**config.mk**
```make
export PLATFORM = sky130hd
export DESIGN_NAME = rle_encoder_fifo
export DESIGN_NICKNAME = d
export VERILOG_FILES = /design/src/rtl/rle_pkg.sv /design/src/rtl/rle_sync_fifo.sv /design/src/rtl/rle_encoder_fifo.sv
export SDC_FILE = /design/constraint.sdc
export NUM_CORES = 1
export LEC_CHECK = 0
export CAP_MARGIN = 20
export CORE_MARGIN = 4
export CORE_UTILIZATION = 60
export CTS_CLUSTER_DIAMETER = 200
export CTS_CLUSTER_SIZE = 16
export DETAILED_ROUTE_END_ITERATION = 12
export GPL_TIMING_DRIVEN = 0
export PLACE_DENSITY_LB_ADDON = 0.3
export SYNTH_ARGS = -nofsm -noshare
export SYNTH_HDL_FRONTEND = slang
export SYNTH_SLANG_ARGS = --single-unit
export TNS_END_PERCENT = 30
```
**constraint.sdc**
```tcl
create_clock -name data_clk -period 9.1 [get_ports data_clk]
set_input_delay 1.82 -clock data_clk [delete_from_list [all_inputs] [get_ports data_clk]]
set_output_delay 1.82 -clock data_clk [all_outputs]
set_load 0.1 [all_outputs]
```
**src/rtl/rle_pkg.sv**
```systemverilog
// rle_pkg: FSM state encoding and default constants shared by the RLE encoder files.
package rle_pkg;

  typedef enum logic [2:0] {
    IDLE     = 3'd0,
    ACCUM    = 3'd1,
    EMIT_ESC = 3'd2,
    EMIT_CNT = 3'd3,
    EMIT_SYM = 3'd4,
    EMIT_LIT = 3'd5
  } rle_state_e;

  localparam logic [7:0] ESC_DEFAULT     = 8'h1B;
  localparam int         MIN_RUN_DEFAULT = 3;

endpackage

```
**src/rtl/rle_sync_fifo.sv**
```systemverilog
// rle_sync_fifo: single-clock input buffer with wrap-around pointers and an occupancy counter.
module rle_sync_fifo
  import rle_pkg::*;
#(
  parameter int DATA_W     = 8,
  parameter int FIFO_DEPTH = 16
) (
  input  logic                        data_clk,
  input  logic                        reset_n,
  input  logic                        push,
  input  logic [DATA_W-1:0]           wr_data,
  input  logic                        pop,
  output logic [DATA_W-1:0]           rd_data,
  output logic                        full,
  output logic                        empty,
  output logic [$clog2(FIFO_DEPTH):0] count
);

  localparam int AW = $clog2(FIFO_DEPTH);
  localparam int CW = AW + 1;
  localparam logic [CW-1:0] DEPTH_C = CW'(FIFO_DEPTH);

  logic [DATA_W-1:0] mem_r [FIFO_DEPTH];
  logic [AW-1:0]     wr_ptr_r;
  logic [AW-1:0]     rd_ptr_r;
  logic [CW-1:0]     count_r;
  logic              push_ok_s;
  logic              pop_ok_s;

  assign full      = (count_r == DEPTH_C);
  assign empty     = (count_r == {CW{1'b0}});
  assign count     = count_r;
  assign rd_data   = mem_r[rd_ptr_r];
  assign push_ok_s = push && !full;
  assign pop_ok_s  = pop && !empty;

  // storage array; contents are qualified by the pointers so they need no reset
  always_ff @(posedge data_clk) begin
    if (push_ok_s) begin
      mem_r[wr_ptr_r] <= wr_data;
    end
  end

  // pointers wrap naturally because the depth is a power of two
  always_ff @(posedge data_clk or negedge reset_n) begin
    if (!reset_n) begin
      wr_ptr_r <= {AW{1'b0}};
      rd_ptr_r <= {AW{1'b0}};
      count_r  <= {CW{1'b0}};
    end else begin
      if (push_ok_s) begin
        wr_ptr_r <= wr_ptr_r + AW'(1);
      end
      if (pop_ok_s) begin
        rd_ptr_r <= rd_ptr_r + AW'(1);
      end
      case ({push_ok_s, pop_ok_s})
        2'b10:   count_r <= count_r + CW'(1);
        2'b01:   count_r <= count_r - CW'(1);
        default: count_r <= count_r;
      endcase
    end
  end

endmodule

```
**src/rtl/rle_encoder_fifo.sv**
```systemverilog
// rle_encoder_fifo: buffered run-length encoder. Long runs and any ESC symbol leave as
// ESC/count/symbol triples; shorter runs leave as repeated literals.
module rle_encoder_fifo
  import rle_pkg::*;
#(
  parameter int                DATA_W     = 8,
  parameter int                FIFO_DEPTH = 16,
  parameter int                CNT_W      = 8,
  parameter logic [DATA_W-1:0] ESC        = DATA_W'(ESC_DEFAULT),
  parameter int                MIN_RUN    = MIN_RUN_DEFAULT
) (
  input  logic                        data_clk,
  input  logic                        reset_n,
  input  logic [DATA_W-1:0]           data_in,
  input  logic                        data_in_valid,
  output logic                        data_in_ready,
  input  logic                        flush,
  output logic [DATA_W-1:0]           data_out,
  output logic                        data_out_valid,
  input  logic                        data_out_ready,
  output logic [$clog2(FIFO_DEPTH):0] fifo_count,
  output logic                        busy
);

  localparam int               CW        = $clog2(FIFO_DEPTH) + 1;
  localparam logic [CW-1:0]    DEPTH_C   = CW'(FIFO_DEPTH);
  localparam logic [CNT_W-1:0] MAX_RUN   = {CNT_W{1'b1}};
  localparam logic [CNT_W-1:0] ONE_RUN   = CNT_W'(1);
  localparam logic [CNT_W-1:0] MIN_RUN_C = CNT_W'(MIN_RUN);

  rle_state_e        state_r;
  logic [DATA_W-1:0] cur_sym_r;
  logic [CNT_W-1:0]  run_r;
  logic [DATA_W-1:0] out_data_r;
  logic              out_valid_r;
  logic              in_ready_r;

  logic [DATA_W-1:0] head_s;
  logic              push_s;
  logic              pop_s;
  logic              close_s;
  logic              escape_s;
  logic              full_s;
  logic              empty_s;
  logic [CW-1:0]     fifo_cnt_s;
  logic [CW-1:0]     cnt_next_s;

  assign push_s     = data_in_valid && in_ready_r && !full_s;
  assign escape_s   = (run_r >= MIN_RUN_C) || (cur_sym_r == ESC);
  assign cnt_next_s = fifo_cnt_s + CW'(push_s) - CW'(pop_s);

  rle_sync_fifo #(
    .DATA_W     (DATA_W),
    .FIFO_DEPTH (FIFO_DEPTH)
  ) u_fifo (
    .data_clk (data_clk),
    .reset_n  (reset_n),
    .push     (push_s),
    .wr_data  (data_in),
    .pop      (pop_s),
    .rd_data  (head_s),
    .full     (full_s),
    .empty    (empty_s),
    .count    (fifo_cnt_s)
  );

  // pop and run-close decisions; a run left open with an empty FIFO waits for more data or flush
  always_comb begin
    pop_s   = 1'b0;
    close_s = 1'b0;
    case (state_r)
      IDLE: begin
        pop_s = !empty_s;
      end
      ACCUM: begin
        if (run_r == MAX_RUN) begin
          close_s = 1'b1;
        end else if (!empty_s) begin
          if (head_s == cur_sym_r) begin
            pop_s = 1'b1;
          end else begin
            close_s = 1'b1;
          end
        end else begin
          close_s = flush;
        end
      end
      default: begin
        pop_s   = 1'b0;
        close_s = 1'b0;
      end
    endcase
  end

  // registered not-full flag; stays low through reset and rises on the first edge after it
  always_ff @(posedge data_clk or negedge reset_n) begin
    if (!reset_n) begin
      in_ready_r <= 1'b0;
    end else begin
      in_ready_r <= (cnt_next_s != DEPTH_C);
    end
  end

  // encoder FSM with registered output word; each EMIT state advances only on acceptance
  always_ff @(posedge data_clk or negedge reset_n) begin
    if (!reset_n) begin
      state_r     <= IDLE;
      cur_sym_r   <= {DATA_W{1'b0}};
      run_r       <= {CNT_W{1'b0}};
      out_data_r  <= {DATA_W{1'b0}};
      out_valid_r <= 1'b0;
    end else begin
      case (state_r)
        IDLE: begin
          if (!empty_s) begin
            cur_sym_r <= head_s;
            run_r     <= ONE_RUN;
            state_r   <= ACCUM;
          end
        end
        ACCUM: begin
          if (close_s) begin
            out_valid_r <= 1'b1;
            if (escape_s) begin
              out_data_r <= ESC;
              state_r    <= EMIT_ESC;
            end else begin
              out_data_r <= cur_sym_r;
              state_r    <= EMIT_LIT;
            end
          end else if (pop_s) begin
            run_r <= run_r + ONE_RUN;
          end
        end
        EMIT_ESC: begin
          if (data_out_ready) begin
            out_data_r <= DATA_W'(run_r);
            state_r    <= EMIT_CNT;
          end
        end
        EMIT_CNT: begin
          if (data_out_ready) begin
            out_data_r <= cur_sym_r;
            state_r    <= EMIT_SYM;
          end
        end
        EMIT_SYM: begin
          if (data_out_ready) begin
            out_data_r  <= {DATA_W{1'b0}};
            out_valid_r <= 1'b0;
            state_r     <= IDLE;
          end
        end
        EMIT_LIT: begin
          // run_r counts down the literal copies still to be sent
          if (data_out_ready) begin
            if (run_r == ONE_RUN) begin
              out_data_r  <= {DATA_W{1'b0}};
              out_valid_r <= 1'b0;
              state_r     <= IDLE;
            end else begin
              run_r <= run_r - ONE_RUN;
            end
          end
        end
        default: begin
          out_valid_r <= 1'b0;
          state_r     <= IDLE;
        end
      endcase
    end
  end

  assign data_out       = out_data_r;
  assign data_out_valid = out_valid_r;
  assign data_in_ready  = in_ready_r;
  assign fifo_count     = fifo_cnt_s;
  assign busy           = (state_r != IDLE) || !empty_s;

endmodule

```
* After elaboration in Yosys (flattened, before gate mapping)
Memory sizes are Yosys's and may differ from the RTL's.
Index checks and enable logic that the tools add are counted.
** Cells by class
- Add/subtract/negate cells :: 8
- $mul :: 0
- Divide/modulo/power cells :: 0
- $lt $le $gt $ge :: 1
- Equal/unequal tests :: 23
- Shift operators :: 0
- Mux-type cells :: 39
- Bitwise gates (word level) :: 2
- Reductions and logical operators :: 20
** Operator list (number)
- $mux 8 :: 12
- $pmux 8 s5 :: 1
- $mux 3 :: 8
- $pmux 8 s3 :: 1
- $ne 2x2->1 const B :: 10
- $pmux 3 s6 :: 1
- $reduce_and 7->1 :: 2
- $mux 1 :: 13
- $pmux 5 s2 :: 1
- $add 4x1->4 const B :: 2
- $add 8x1->8 const B :: 1
- $eq 8x1->1 const B :: 1
- $eq 8x5->1 const B :: 1
- $eq 8x8->1 :: 1
- $eq 8x8->1 const B :: 1
- $ge 8x2->1 const B :: 1
- $sub 8x1->8 const B :: 1
- $eq 3x2->1 const B :: 2
- $eq 3x3->1 const B :: 2
- $reduce_and 6->1 :: 1
- $reduce_bool 3->1 :: 2
- $add 5x1->5 :: 1
- $add 5x1->5 const B :: 1
- $eq 5x5->1 const B :: 1
- 19 further kinds :: 25
** Storage, ports and cells
- Flip-flop bits (word level) :: 42
- Bits in latches :: 0
- Memory bits (writable) :: 128
- Memory bits (read-only) :: 0
- Bits of input ports :: 13
- Output and inout port bits :: 16
- Word-level logic and storage cells :: 103
- Memories kept :: 1
** Memory list
- u_fifo.mem_r :: words 16, width 8, read ports 1, clocked after memory_dff 0, write ports 1, line rle_sync_fifo.sv:23 : logic [DATA_W-1:0] mem_r [FIFO_DEPTH];

* Longest topological paths before layout
Gate-level depths: netlist (run 1).
An unclocked memory read counts as a cell.
- Depth after elaboration :: 9
- Depth in mapped cells :: 21
- Mapped depth without buffers :: 17

* Cells and area by module
Synthesis (run 1) repeated with hierarchy kept, for this count alone.
** Second synthesis, totals
- Cell total of the unflattened synthesis :: 535
- Area total of the unflattened synthesis :: 7827.5 µm²
** Modules (own cells, without submodules)
- rle_sync_fifo :: times used 1, cells each 332, area an instance 5779.3 µm², sequential area each 4169.0 µm²
- rle_encoder_fifo :: times used 1, cells each 203, area an instance 2048.2 µm², sequential area each 725.7 µm²

* Worst setup path after synthesis (run 1)
OpenSTA, ideal clock, no wires.
- Kind :: register -> register
- Start point :: register u_fifo.rd_ptr_r[2]
- End point :: register u_fifo.count_r[4] (netlist: u_fifo.count[4])
- Library setup time :: 0.165 ns
- Arrival time :: 3.944 ns
- Data required time :: 8.935 ns
- Slack :: 4.992 ns
- Cell stages (with the launch flop) :: 18
- Path buffers :: 2
- Clock period less this slack :: 4.108 ns
- Path through :: dfrtp_1 -> buf_2 -> buf_2 -> mux2_2 -> o22a_1 -> a21o_1 -> a32oi_1 -> o2111ai_2 -> nor4_4 -> a31oi_2 -> nor2b_2 -> ha_1 -> ha_1 -> a21o_1 -> a21oi_1 -> xor2_1 -> nor2_1 -> xor2_1
** On the way
- Cells in the longest elaborated chain, start to end :: 9
- Elaborated cells on any way between the ends :: 11
- Those cells by class :: 3 x eq/ne; 5 x mux; 2 x reduce/logical; 1 x memory
** Ends and longest elaborated chain
- start: declaration :: line rle_sync_fifo.sv:25 : logic [AW-1:0] rd_ptr_r;
- start signal: assignment :: line rle_sync_fifo.sv:48 : rd_ptr_r <= {AW{1'b0}};
- start signal: assignment :: line rle_sync_fifo.sv:55 : rd_ptr_r <= rd_ptr_r + AW'(1);
- $mem_v2 16x8 (*)
- $eq 8x8->1 (*) :: line rle_encoder_fifo.sv:79 : if (head_s == cur_sym_r) begin
- $mux 1 (*) :: line rle_encoder_fifo.sv:79
- $mux 1 (*) :: line rle_encoder_fifo.sv:78 : end else if (!empty_s) begin
- $mux 1 (*) :: line rle_encoder_fifo.sv:76 : if (run_r == MAX_RUN) begin
- $pmux 1 s2 (*) :: line rle_encoder_fifo.sv:71 : case (state_r)
- $logic_and 1x1->1 (*) :: line rle_sync_fifo.sv:35 : assign pop_ok_s = pop && !empty;
- named net u_fifo.pop_ok_s :: line rle_sync_fifo.sv:28 : logic pop_ok_s;
- $eq 2x1->1 or $eq 2x2->1 (tied branches) :: line rle_sync_fifo.sv:57 : case ({push_ok_s, pop_ok_s})
- $pmux 5 s2 or $reduce_bool 2->1 (tied branches)
- end signal: assignment :: line rle_sync_fifo.sv:58 : 2'b10: count_r <= count_r + CW'(1);
- end signal: assignment :: line rle_sync_fifo.sv:59 : 2'b01: count_r <= count_r - CW'(1);
- end signal: assignment :: line rle_sync_fifo.sv:60 : default: count_r <= count_r;
- end: declaration :: line rle_sync_fifo.sv:26 : logic [CW-1:0] count_r;
Mark *: on every way through the listed nets, which the timed path passes. The rest lies on a longest branch.
A chain may end at the register's enable or synchronous reset.

* Worst setup path after layout (run 1)
- Start point :: register u_fifo.rd_ptr_r[3]
- End point :: register u_fifo.count_r[4] (netlist: u_fifo.count[4])
The elaborated chain is that of the path after synthesis.

==> results.sh, run 1 <==
export IMPL_num_rows=42
export IMPL_critPathRequiredTime_ps=9400
export IMPL_cts_setup_buffers=0
export IMPL_i_o_pin_count=29
export IMPL_synth_top_flop_cell="sky130_fd_sc_hd__edfxtp_1"
export IMPL_clock_latency_ps=420
export IMPL_antenna_left=0
export IMPL_grt_use_total=0.253
export IMPL_synth_common_cells="sky130_fd_sc_hd__edfxtp_1 (128), sky130_fd_sc_hd__nor2_1 (45), sky130_fd_sc_hd__dfrtp_1 (42), sky130_fd_sc_hd__nand2_1 (40), sky130_fd_sc_hd__mux2i_1 (29)"
export IMPL_launch_instance_of_the_worst_min_delay_path="data_out[2]"
export IMPL_synthesis_yosys_warnings=0
export IMPL_rr_startpoint="u_fifo.rd_ptr_r[3]"
export IMPL_drt_iter0_drc=501
export IMPL_criticalPathCategory="register to register"
export IMPL_slew_limit_fails=0
export IMPL_areaGrowthSynthToFinish_pct=13.8
export IMPL_ys_seq_area_frac=0.607
export IMPL_pwr_density_cell_nw_per_um2=388
export IMPL_async_flop_share=0.247
export IMPL_via_count_of_the_first_global_routing_pass=5020
export IMPL_syn_num_nets=631
export IMPL_worstPathArrival_ps=5370
export IMPL_worst_setup_hold_path_clk_slew_ps=70
export IMPL_netlist_area_um2=8070
export IMPL_tritoncts_num_buffers=17
export IMPL_cts_hold_buffers_added=0
export IMPL_nNetsFinal=682
export IMPL_run_status="finished clean"
export IMPL_setup_tns_ps=0
export IMPL_clock_path_buffers=2
export IMPL_final_min_clock_period_ps=5070
export IMPL_portbufs=28
export IMPL_post_route_drc_count=0
export IMPL_detail_route_wirelength_um=18000
export IMPL_grt_overflow=0
export IMPL_clock_tree_htree_level_count=4
export IMPL_post_synth_num_cell_types=73
export IMPL_dpl_hpwl_um=12400
export IMPL_cap_violations=0
export IMPL_avgSynthCellArea_um2=13.5
export IMPL_synth_top_cells_by_area="sky130_fd_sc_hd__edfxtp_1 (48%), sky130_fd_sc_hd__dfrtp_1 (13%), sky130_fd_sc_hd__mux4_2 (4.2%), sky130_fd_sc_hd__mux2i_1 (3.6%), sky130_fd_sc_hd__mux2_2 (3.5%)"
export IMPL_synth_top_cell_area_share=0.476
export IMPL_cts_resized_gates=0
export IMPL_leakagePower_nw=3.37
export IMPL_globalplace_congestion=0.900
export IMPL_grt_max_degree=40
export IMPL_share_of_final_layout_standard_cells_stronger_than_drive_strength_1=0.156
export IMPL_antenna_diode_count=0
export IMPL_design_core_area_um2=13200
export IMPL_cp_start_kind="register"
export IMPL_rsz_0062_raised_after_global_routing="false"
export IMPL_num_fill_cells=892
export IMPL_hold_ws_ps=505
export IMPL_layout_worst_path_cycle_share=0.557
export IMPL_yosys_cell_count_top_type="sky130_fd_sc_hd__edfxtp_1"
export IMPL_worstSetupStartpoint="u_fifo.rd_ptr_r[3]"
export IMPL_synth_seq_cells=170
export IMPL_final_setup_skew_ps=10.0
export IMPL_tightest_slew_ps=1030
export IMPL_max_freq_mhz=197
export IMPL_end_kind="register"
export IMPL_post_drt_via_cell_ratio=6.15
export IMPL_initial_antenna_violation_count=0
export IMPL_cts_tree="built"
export IMPL_clock_sinks=170
export IMPL_edff_count_synth=128
export IMPL_clock_tree_root_cell="sky130_fd_sc_hd__clkbuf_16"
export IMPL_grt_pass1_wl_um=28400
export IMPL_pre_cts_ws_ps=4110
export IMPL_die_h_um=124
export IMPL_slew_limit_headroom=0.314
export IMPL_worst_path_max_fanout=10
export IMPL_dieArea_um2=15400
export IMPL_floorplan_initialDensity=0.612
export IMPL_final_setup_worst_slack_ps=4030
export IMPL_vias=5142
export IMPL_post_layout_total_power_mw=3.56
export IMPL_number_of_cells_produced_by_synthesis=596
export IMPL_floorplan_die_width_um=124
export IMPL_netlist_top_cell_by_area="sky130_fd_sc_hd__edfxtp_1"
export IMPL_hold_viol_final=0
export IMPL_min_delay_path_class="register to register"
export IMPL_drt_pre_antenna_iters=5
export IMPL_wire_per_inst_um=21.5
export IMPL_final_number_of_setup_violating_endpoints=0
export IMPL_vdd_ir_drop_max_uv=237
## logic make-up after synthesis
family	count (synthesis)	synth area share
xor gates and xnor gates	25	0.0271
AOI/OAI and AO/OA	107	0.0935
and+or+nand+nor	151	0.0927
buffers and inverters	50	0.0267
adders and majority gates	22	0.0360
DFF	170	0.607
muxes	71	0.117
## final cells by class
class	count	area, um^2	share of cell area
Timing Repair Buffer	32	313	0.0341
Sequential cell	170	4890	0.533
Tap cell	176	220	0.0240
Inverter	25	93.8	0.0102
Buffer	25	121	0.0132
Clock inverter	15	143	0.0155
Clock buffer	17	425	0.0463
Multi-Input combinational cell	376	2970	0.323
## final timing paths
kind                       slack (ps)            endpoint  cells after the start
setup reg to reg                 4030     u_fifo.count[4]                     17
hold / removal                    510         data_out[2]                      1
max in group asynchronous        7480  u_fifo.wr_ptr_r[2]                      2
min in group asynchronous        1200        cur_sym_r[2]                      1
setup / recovery                 4030     u_fifo.count[4]                     17
hold reg to reg                   510         data_out[2]                      1
## power breakdown
part           switching, mW  total [mW]  internal (mW)
Combinational           1.11        1.78          0.675
Clock                  0.310       0.693          0.382
Sequential             0.101        1.08          0.983
## through the flow
stage	cell area, um^2	util	instances
floorplan	8070	-	596
global route	9180	0.696	836
CTS	9170	0.695	835
global placement	8570	0.650	800
detailed placement	8600	0.652	803
finish	9180	0.696	836
## worst max-delay path, cell delays in order, from the launching register on
cell	delay (ps)
sky130_fd_sc_hd__dfrtp_1	340
sky130_fd_sc_hd__clkbuf_1	570
sky130_fd_sc_hd__buf_1	490
sky130_fd_sc_hd__mux2i_1	140
sky130_fd_sc_hd__nand3_1	110
sky130_fd_sc_hd__o311ai_0	130
sky130_fd_sc_hd__o21ai_0	440
sky130_fd_sc_hd__xor2_1	180
sky130_fd_sc_hd__nor4_4	560
sky130_fd_sc_hd__a31oi_2	290
sky130_fd_sc_hd__nor2b_2	300
sky130_fd_sc_hd__ha_1	350
sky130_fd_sc_hd__ha_1	340
sky130_fd_sc_hd__a21o_1	170
sky130_fd_sc_hd__a21oi_1	170
sky130_fd_sc_hd__xor2_1	150
sky130_fd_sc_hd__nor2_1	60
sky130_fd_sc_hd__xor2_1	160
## cell usage in the layout, fill, tap and decap left out, drive strengths merged, types with 4 or more instances in the layout
cell,synthesis,final
nor3,11,11
nand3,13,13
clkdlybuf4s50,0,27
ha,20,20
nor2,45,45
clkbuf,8,25
nand2,40,40
nor2b,13,13
clkinv,1,7
dfrtp,42,42
xnor2,13,13
edfxtp,128,128
a22o,8,8
o31ai,4,4
a21o,4,4
a22oi,7,7
xor2,12,12
nand2b,5,5
o21ai,28,28
and3,4,4
a21oi,20,20
mux4,16,16
buf,17,22
o22ai,5,5
nand4,4,4
mux2,26,26
inv,24,30
mux2i,29,29
## registers in the layout, summed over array words and instances (netlist names)
signal,count
data_out,8
state_r,3
u_fifo.count,5
u_fifo.rd_ptr_r,4
run_r,8
cur_sym_r,8
data_out_valid,1
u_fifo.mem_r,128
u_fifo.wr_ptr_r,4
data_in_ready,1
## routing by layer
metal	part of all wire	wire [um]	GRT usage	up-vias
met1	0.42	7550	0.355	2564
met2	0.50	9010	0.412	188
met4	0.012	213	0.0561	0
met5	0	0	0	-
li1	-	-	-	2369
met3	0.066	1180	0.0545	21
(Power assumes the default switching activity.)
==> run 2, diff against run 1 <==
- clock period: 9.1 -> 5.1 ns (I/O delays scaled with it)
==> run 2 against run 1 <==
Effect of this change:
- die area unchanged
- largest power group unchanged
- sequential power is 79% higher
- global-route usage did not move
- fmax is 7.2% higher
- sequential share of layout area is 0.10 points lower
==> results.sh, run 2 (synthesis gave the netlist of run 1 again) <==
export IMPL_end_kind="register"
export IMPL_most_common_layout_cells="sky130_fd_sc_hd__edfxtp_1 (128), sky130_fd_sc_hd__nor2_1 (45), sky130_fd_sc_hd__dfrtp_1 (42)"
export IMPL_dpl_hpwl_um=12400
export IMPL_vdd_ir_drop_max_uv=424
export IMPL_setup_tns_ps=0
export IMPL_floorplan_die_width_um=124
export IMPL_leakagePower_nw=3.38
export IMPL_layout_worst_path_cycle_share=0.928
export IMPL_share_of_final_layout_standard_cells_stronger_than_drive_strength_1=0.160
export IMPL_drt_pre_antenna_iters=5
export IMPL_drt_iter0_drc=490
export IMPL_worst_setup_hold_path_clk_slew_ps=70
export IMPL_final_min_clock_period_ps=4730
export IMPL_num_fill_cells=887
export IMPL_rsz_0062_raised_after_global_routing="false"
export IMPL_cts_hold_buffers_added=0
export IMPL_areaGrowthSynthToFinish_pct=14.0
export IMPL_timing_reg2reg_worst_path_depth=18
export IMPL_i_o_pin_count=29
export IMPL_cap_violations=0
export IMPL_worstSetupStartpoint="u_fifo.rd_ptr_r[1]"
export IMPL_seqCellArea_um2=4890
export IMPL_worst_path_max_fanout=10
export IMPL_wire_per_inst_um=21.6
export IMPL_antenna_diode_count=0
export IMPL_floorplan_initialDensity=0.612
export IMPL_pre_cts_ws_ps=107
export IMPL_min_delay_path_class="input port to async pin"
export IMPL_detail_route_wirelength_um=18100
export IMPL_clock_sinks=170
export IMPL_grt_max_degree=40
export IMPL_nNetsFinal=683
export IMPL_pwr_density_cell_nw_per_um2=693
export IMPL_die_h_um=124
export IMPL_criticalPathCategory="register to register"
export IMPL_vias=5145
export IMPL_endpoint="u_fifo.count[4]"
export IMPL_multi_input_area_um2=2980
export IMPL_clock_path_buffers=2
export IMPL_worstPathArrival_ps=5040
export IMPL_tightest_slew_ps=1080
export IMPL_portbufs=28
export IMPL_final_setup_skew_ps=9.87
export IMPL_clock_latency_ps=420
export IMPL_critical_path_reg2reg_endpoint="u_fifo.count[4]"
export IMPL_slew_limit_fails=0
export IMPL_post_route_drc_count=0
export IMPL_tritoncts_num_buffers=17
export IMPL_rr_startpoint="u_fifo.rd_ptr_r[1]"
export IMPL_max_freq_mhz=211
export IMPL_slew_limit_headroom=0.276
export IMPL_worst_r2r_setup_slack_ps=370
export IMPL_critPathRequiredTime_ps=5400
export IMPL_dieArea_um2=15400
export IMPL_cp_start_kind="register"
export IMPL_design_core_area_um2=13200
export IMPL_top_register="u_fifo.mem_r"
export IMPL_globalplace_congestion=0.900
export IMPL_initial_antenna_violation_count=0
export IMPL_clock_tree_root_cell="sky130_fd_sc_hd__clkbuf_16"
export IMPL_final_number_of_setup_violating_endpoints=0
export IMPL_via_count_of_the_first_global_routing_pass=5020
export IMPL_antenna_left=0
export IMPL_hold_viol_final=0
export IMPL_cts_tree="built"
export IMPL_post_layout_total_power_mw=6.38
export IMPL_grt_pass1_wl_um=28400
export IMPL_clock_tree_htree_level_count=4
export IMPL_grt_use_total=0.253
export IMPL_grt_overflow=0
export IMPL_layout_cells_most_common="sky130_fd_sc_hd__edfxtp_1"
export IMPL_max_reg_flops=128
export IMPL_run_status="finished clean"
export IMPL_final_setup_worst_slack_ps=367
export IMPL_num_rows=42
export IMPL_post_drt_via_cell_ratio=6.15
-- run 2: changes by cell type in the layout (fill, tap and decap cells not counted), sizes merged --
| cell | change |
|---|---|
| clkbuf | +1 |
-- run 2: worst max-delay path: stages (launching register included) --
cell	delay, ps
sky130_fd_sc_hd__dfrtp_1	380
sky130_fd_sc_hd__buf_6	150
sky130_fd_sc_hd__buf_2	260
sky130_fd_sc_hd__buf_2	320
sky130_fd_sc_hd__buf_2	290
sky130_fd_sc_hd__mux2_2	390
sky130_fd_sc_hd__nand2_1	70
sky130_fd_sc_hd__o21ai_0	190
sky130_fd_sc_hd__xor2_1	230
sky130_fd_sc_hd__nor4_4	380
sky130_fd_sc_hd__a31oi_2	240
sky130_fd_sc_hd__nor2b_2	290
sky130_fd_sc_hd__ha_1	350
sky130_fd_sc_hd__ha_1	340
sky130_fd_sc_hd__a21o_1	170
sky130_fd_sc_hd__a21oi_1	170
sky130_fd_sc_hd__xor2_1	150
sky130_fd_sc_hd__nor2_1	60
sky130_fd_sc_hd__xor2_1	160
-- run 2: layout make-up --
class	instances	share of cell area
multi-input cells	376	0.323
inverters	25	0.0102
repair buffers	33	0.0348
flip-flops and latches	170	0.532
clock inverters	15	0.0155
well taps	176	0.0239
clock buffers	17	0.0463
plain buffers	25	0.0136
-- run 2: per-layer routing --
metal / GRT usage / vias up / wire length, um
met5: 0 / - / 0
met4: 0.0561 / 0 / 226
met3: 0.0545 / 22 / 1130
met2: 0.412 / 192 / 9030
met1: 0.355 / 2562 / 7710
li1: - / 2369 / -
-- run 2: where the power goes --
| group | internal, mW | switching (mW) |
|---|---|---|
| Combinational | 1.21 | 1.99 |
| Clock | 0.682 | 0.563 |
| Sequential | 1.75 | 0.180 |
-- run 2: per-stage QoR --
stage,hold slack [ps],instances,utilization,area [um^2]
3_5_place_dp,496,803,0.652,8600
2_1_floorplan,532,596,-,8070
3_3_place_gp,490,800,0.650,8570
5_1_grt,389,837,0.697,9200
6_report,400,837,0.697,9200
4_1_cts,395,835,0.695,9170
-- run 2: worst min path at each step --
| stage | from | to | slack [ps] | cells after the start |
|---|---|---|---|---|
| final | reset_n | cur_sym_r[2] | 400 | 1 |
| after global routing | reset_n | cur_sym_r[2] | 390 | 1 |
| after CTS | reset_n | cur_sym_r[2] | 400 | 1 |
| after detailed placement | data_out[2] | data_out[2] | 500 | 1 |
| after global placement | data_out[5] | data_out[5] | 490 | 1 |
| after floorplan | cur_sym_r[0] | cur_sym_r[0] | 530 | 2 |
-- run 2: timing repair --
item,in CTS,in global routing
setup buffers,0,1
gates resized for setup,0,4
setup endpoints to repair,0,3
==> run 3, diff against run 2 <==
- CORE_MARGIN: 4 -> unset
==> run 3 against run 2 <==
Effect of this change:
- global-route usage is 2.2 points higher
- wire length is 1.7% lower
- largest power group unchanged
- first-iteration DRC count is 19% lower
- clock power hardly changed
==> results.sh, run 3 (synthesis gave the netlist of run 1 again) <==
export IMPL_clock_tree_htree_level_count=4
export IMPL_hold_ws_ps=505
export IMPL_nNetsFinal=682
export IMPL_detail_route_wirelength_um=17800
export IMPL_min_delay_path_class="input port to async pin"
export IMPL_final_min_clock_period_ps=4850
export IMPL_clock_tree_root_cell="sky130_fd_sc_hd__clkbuf_16"
export IMPL_grt_overflow=0
export IMPL_final_setup_skew_ps=6.64
export IMPL_clock_path_buffers=2
export IMPL_max_reg_flops=128
export IMPL_drt_iter0_drc=396
export IMPL_clock_sinks=170
export IMPL_vdd_ir_drop_max_uv=301
export IMPL_post_drt_via_cell_ratio=6.31
export IMPL_rsz_0062_raised_after_global_routing="false"
export IMPL_critPathRequiredTime_ps=5410
export IMPL_antenna_diode_count=0
export IMPL_slew_limit_fails=0
export IMPL_wire_per_inst_um=21.3
export IMPL_grt_pass1_wl_um=28500
export IMPL_worst_path_max_fanout=10
export IMPL_clock_latency_ps=430
export IMPL_grt_use_total=0.274
export IMPL_design_core_area_um2=13200
export IMPL_worst_setup_hold_path_clk_slew_ps=60
export IMPL_end_kind="register"
export IMPL_floorplan_initialDensity=0.612
export IMPL_num_rows=42
export IMPL_vias=5276
export IMPL_dpl_hpwl_um=12300
export IMPL_cp_start_kind="register"
export IMPL_setup_tns_ps=0
export IMPL_antenna_left=0
export IMPL_via_count_of_the_first_global_routing_pass=5302
export IMPL_final_number_of_setup_violating_endpoints=0
export IMPL_top_register="u_fifo.mem_r"
export IMPL_layout_cells_most_common="sky130_fd_sc_hd__edfxtp_1"
export IMPL_share_of_final_layout_standard_cells_stronger_than_drive_strength_1=0.158
export IMPL_run_status="finished clean"
export IMPL_globalplace_congestion=0.863
export IMPL_hold_viol_final=0
export IMPL_most_common_layout_cells="sky130_fd_sc_hd__edfxtp_1 (128), sky130_fd_sc_hd__nor2_1 (45), sky130_fd_sc_hd__dfrtp_1 (41)"
export IMPL_pwr_density_cell_nw_per_um2=691
export IMPL_cap_violations=0
export IMPL_die_h_um=118
export IMPL_worstPathArrival_ps=5160
export IMPL_initial_antenna_violation_count=0
export IMPL_leakagePower_nw=3.36
export IMPL_post_route_drc_count=0
export IMPL_drt_pre_antenna_iters=7
export IMPL_grt_max_degree=28
export IMPL_i_o_pin_count=29
export IMPL_floorplan_die_width_um=118
export IMPL_num_fill_cells=889
export IMPL_max_freq_mhz=206
export IMPL_dieArea_um2=13900
export IMPL_slew_limit_headroom=0.288
export IMPL_areaGrowthSynthToFinish_pct=13.8
export IMPL_cts_tree="built"
export IMPL_tightest_slew_ps=1060
export IMPL_portbufs=28
export IMPL_tritoncts_num_buffers=17
export IMPL_layout_worst_path_cycle_share=0.951
export IMPL_criticalPathCategory="register to register"
[run 3: cell count changes in the layout (fill, tap and decap cells not counted), sizes merged]
| cell | previous run | this run |
|---|---|---|
| inv | 30 | 27 |
| clkinv | 7 | 6 |
| clkinvlp | 2 | 3 |
| clkbuf | 26 | 27 |
| buf | 22 | 23 |
[run 3: metrics by stage]
stage	utilization	setup slack, ps	instance area (um^2)	power (mW)	cells
finish	0.696	248	9180	6.34	836
global placement	0.650	185	8570	4.98	800
global route	0.696	3.72	9180	6.69	836
CTS	0.694	10.3	9160	6.31	834
floorplan	-	992	8070	4.33	596
detailed placement	0.653	72.3	8610	5.09	803
[run 3: final cells by class]
type / instances / area, um^2 / share of cell area
multi-input cells: 376 / 2980 / 0.324
inverters: 25 / 93.8 / 0.0102
clock buffers: 20 / 437 / 0.0476
well taps: 176 / 220 / 0.0240
clock inverters: 12 / 116 / 0.0127
repair buffers: 33 / 325 / 0.0354
flip-flops and latches: 170 / 4900 / 0.533
plain buffers: 24 / 118 / 0.0128
[run 3: timing repair]
| action | in CTS | in global routing |
|---|---|---|
| resized for setup | 0 | 2 |
| pin swaps | 0 | 1 |
| setup endpoints to repair | 1 | 3 |
| setup buffers | 0 | 2 |
| hold buffers | 0 | 0 |
[run 3: worst max-delay path, stage by stage, from the launching register on]
cell and delay [ps]:
sky130_fd_sc_hd__dfrtp_1 320, sky130_fd_sc_hd__buf_2 320, sky130_fd_sc_hd__buf_2 330, sky130_fd_sc_hd__buf_2 330, sky130_fd_sc_hd__mux2i_1 160, sky130_fd_sc_hd__a221oi_2 470
sky130_fd_sc_hd__mux2i_1 240, sky130_fd_sc_hd__nand4_1 170, sky130_fd_sc_hd__nor4_4 400, sky130_fd_sc_hd__a31oi_2 250, sky130_fd_sc_hd__nor2b_2 280, sky130_fd_sc_hd__ha_1 330
sky130_fd_sc_hd__ha_1 330, sky130_fd_sc_hd__a21o_1 180, sky130_fd_sc_hd__a21oi_1 200, sky130_fd_sc_hd__xor2_1 180, sky130_fd_sc_hd__nor2_1 70, sky130_fd_sc_hd__xor2_1 150
[run 3: path summary, 6_finish.rpt]
| kind | slack, ps | startpoint | cells past startpoint | to |
|---|---|---|---|---|
| worst max-delay path | 250 | u_fifo.rd_ptr_r[2] | 17 | u_fifo.count[4] |
| worst min-delay path | 510 | reset_n | 1 | cur_sym_r[3] |
| worst max register to register | 250 | u_fifo.rd_ptr_r[2] | 17 | u_fifo.count[4] |
| worst min register to register | 510 | data_out[6] | 1 | data_out[6] |
| max in group asynchronous | 4090 | reset_n | 2 | u_fifo.wr_ptr_r[0] |
| min in group data_clk | 510 | data_out[6] | 1 | data_out[6] |
[run 3: power by group]
| group | leakage, nW | switching, mW | total [mW] | internal [mW] |
|---|---|---|---|---|
| combinational | 1.42 | 1.97 | 3.18 | 1.21 |
| clock | 0.261 | 0.540 | 1.22 | 0.677 |
| sequential | 1.67 | 0.192 | 1.95 | 1.75 |
[run 3: per-layer routing]
metal | track usage | vias up | wire length [um]
met4 | 0.114 | 0 | 458
met1 | 0.365 | 2661 | 7460
met5 | 0 | - | 0
li1 | - | 2351 | -
met3 | 0.0591 | 39 | 1200
met2 | 0.441 | 225 | 8680
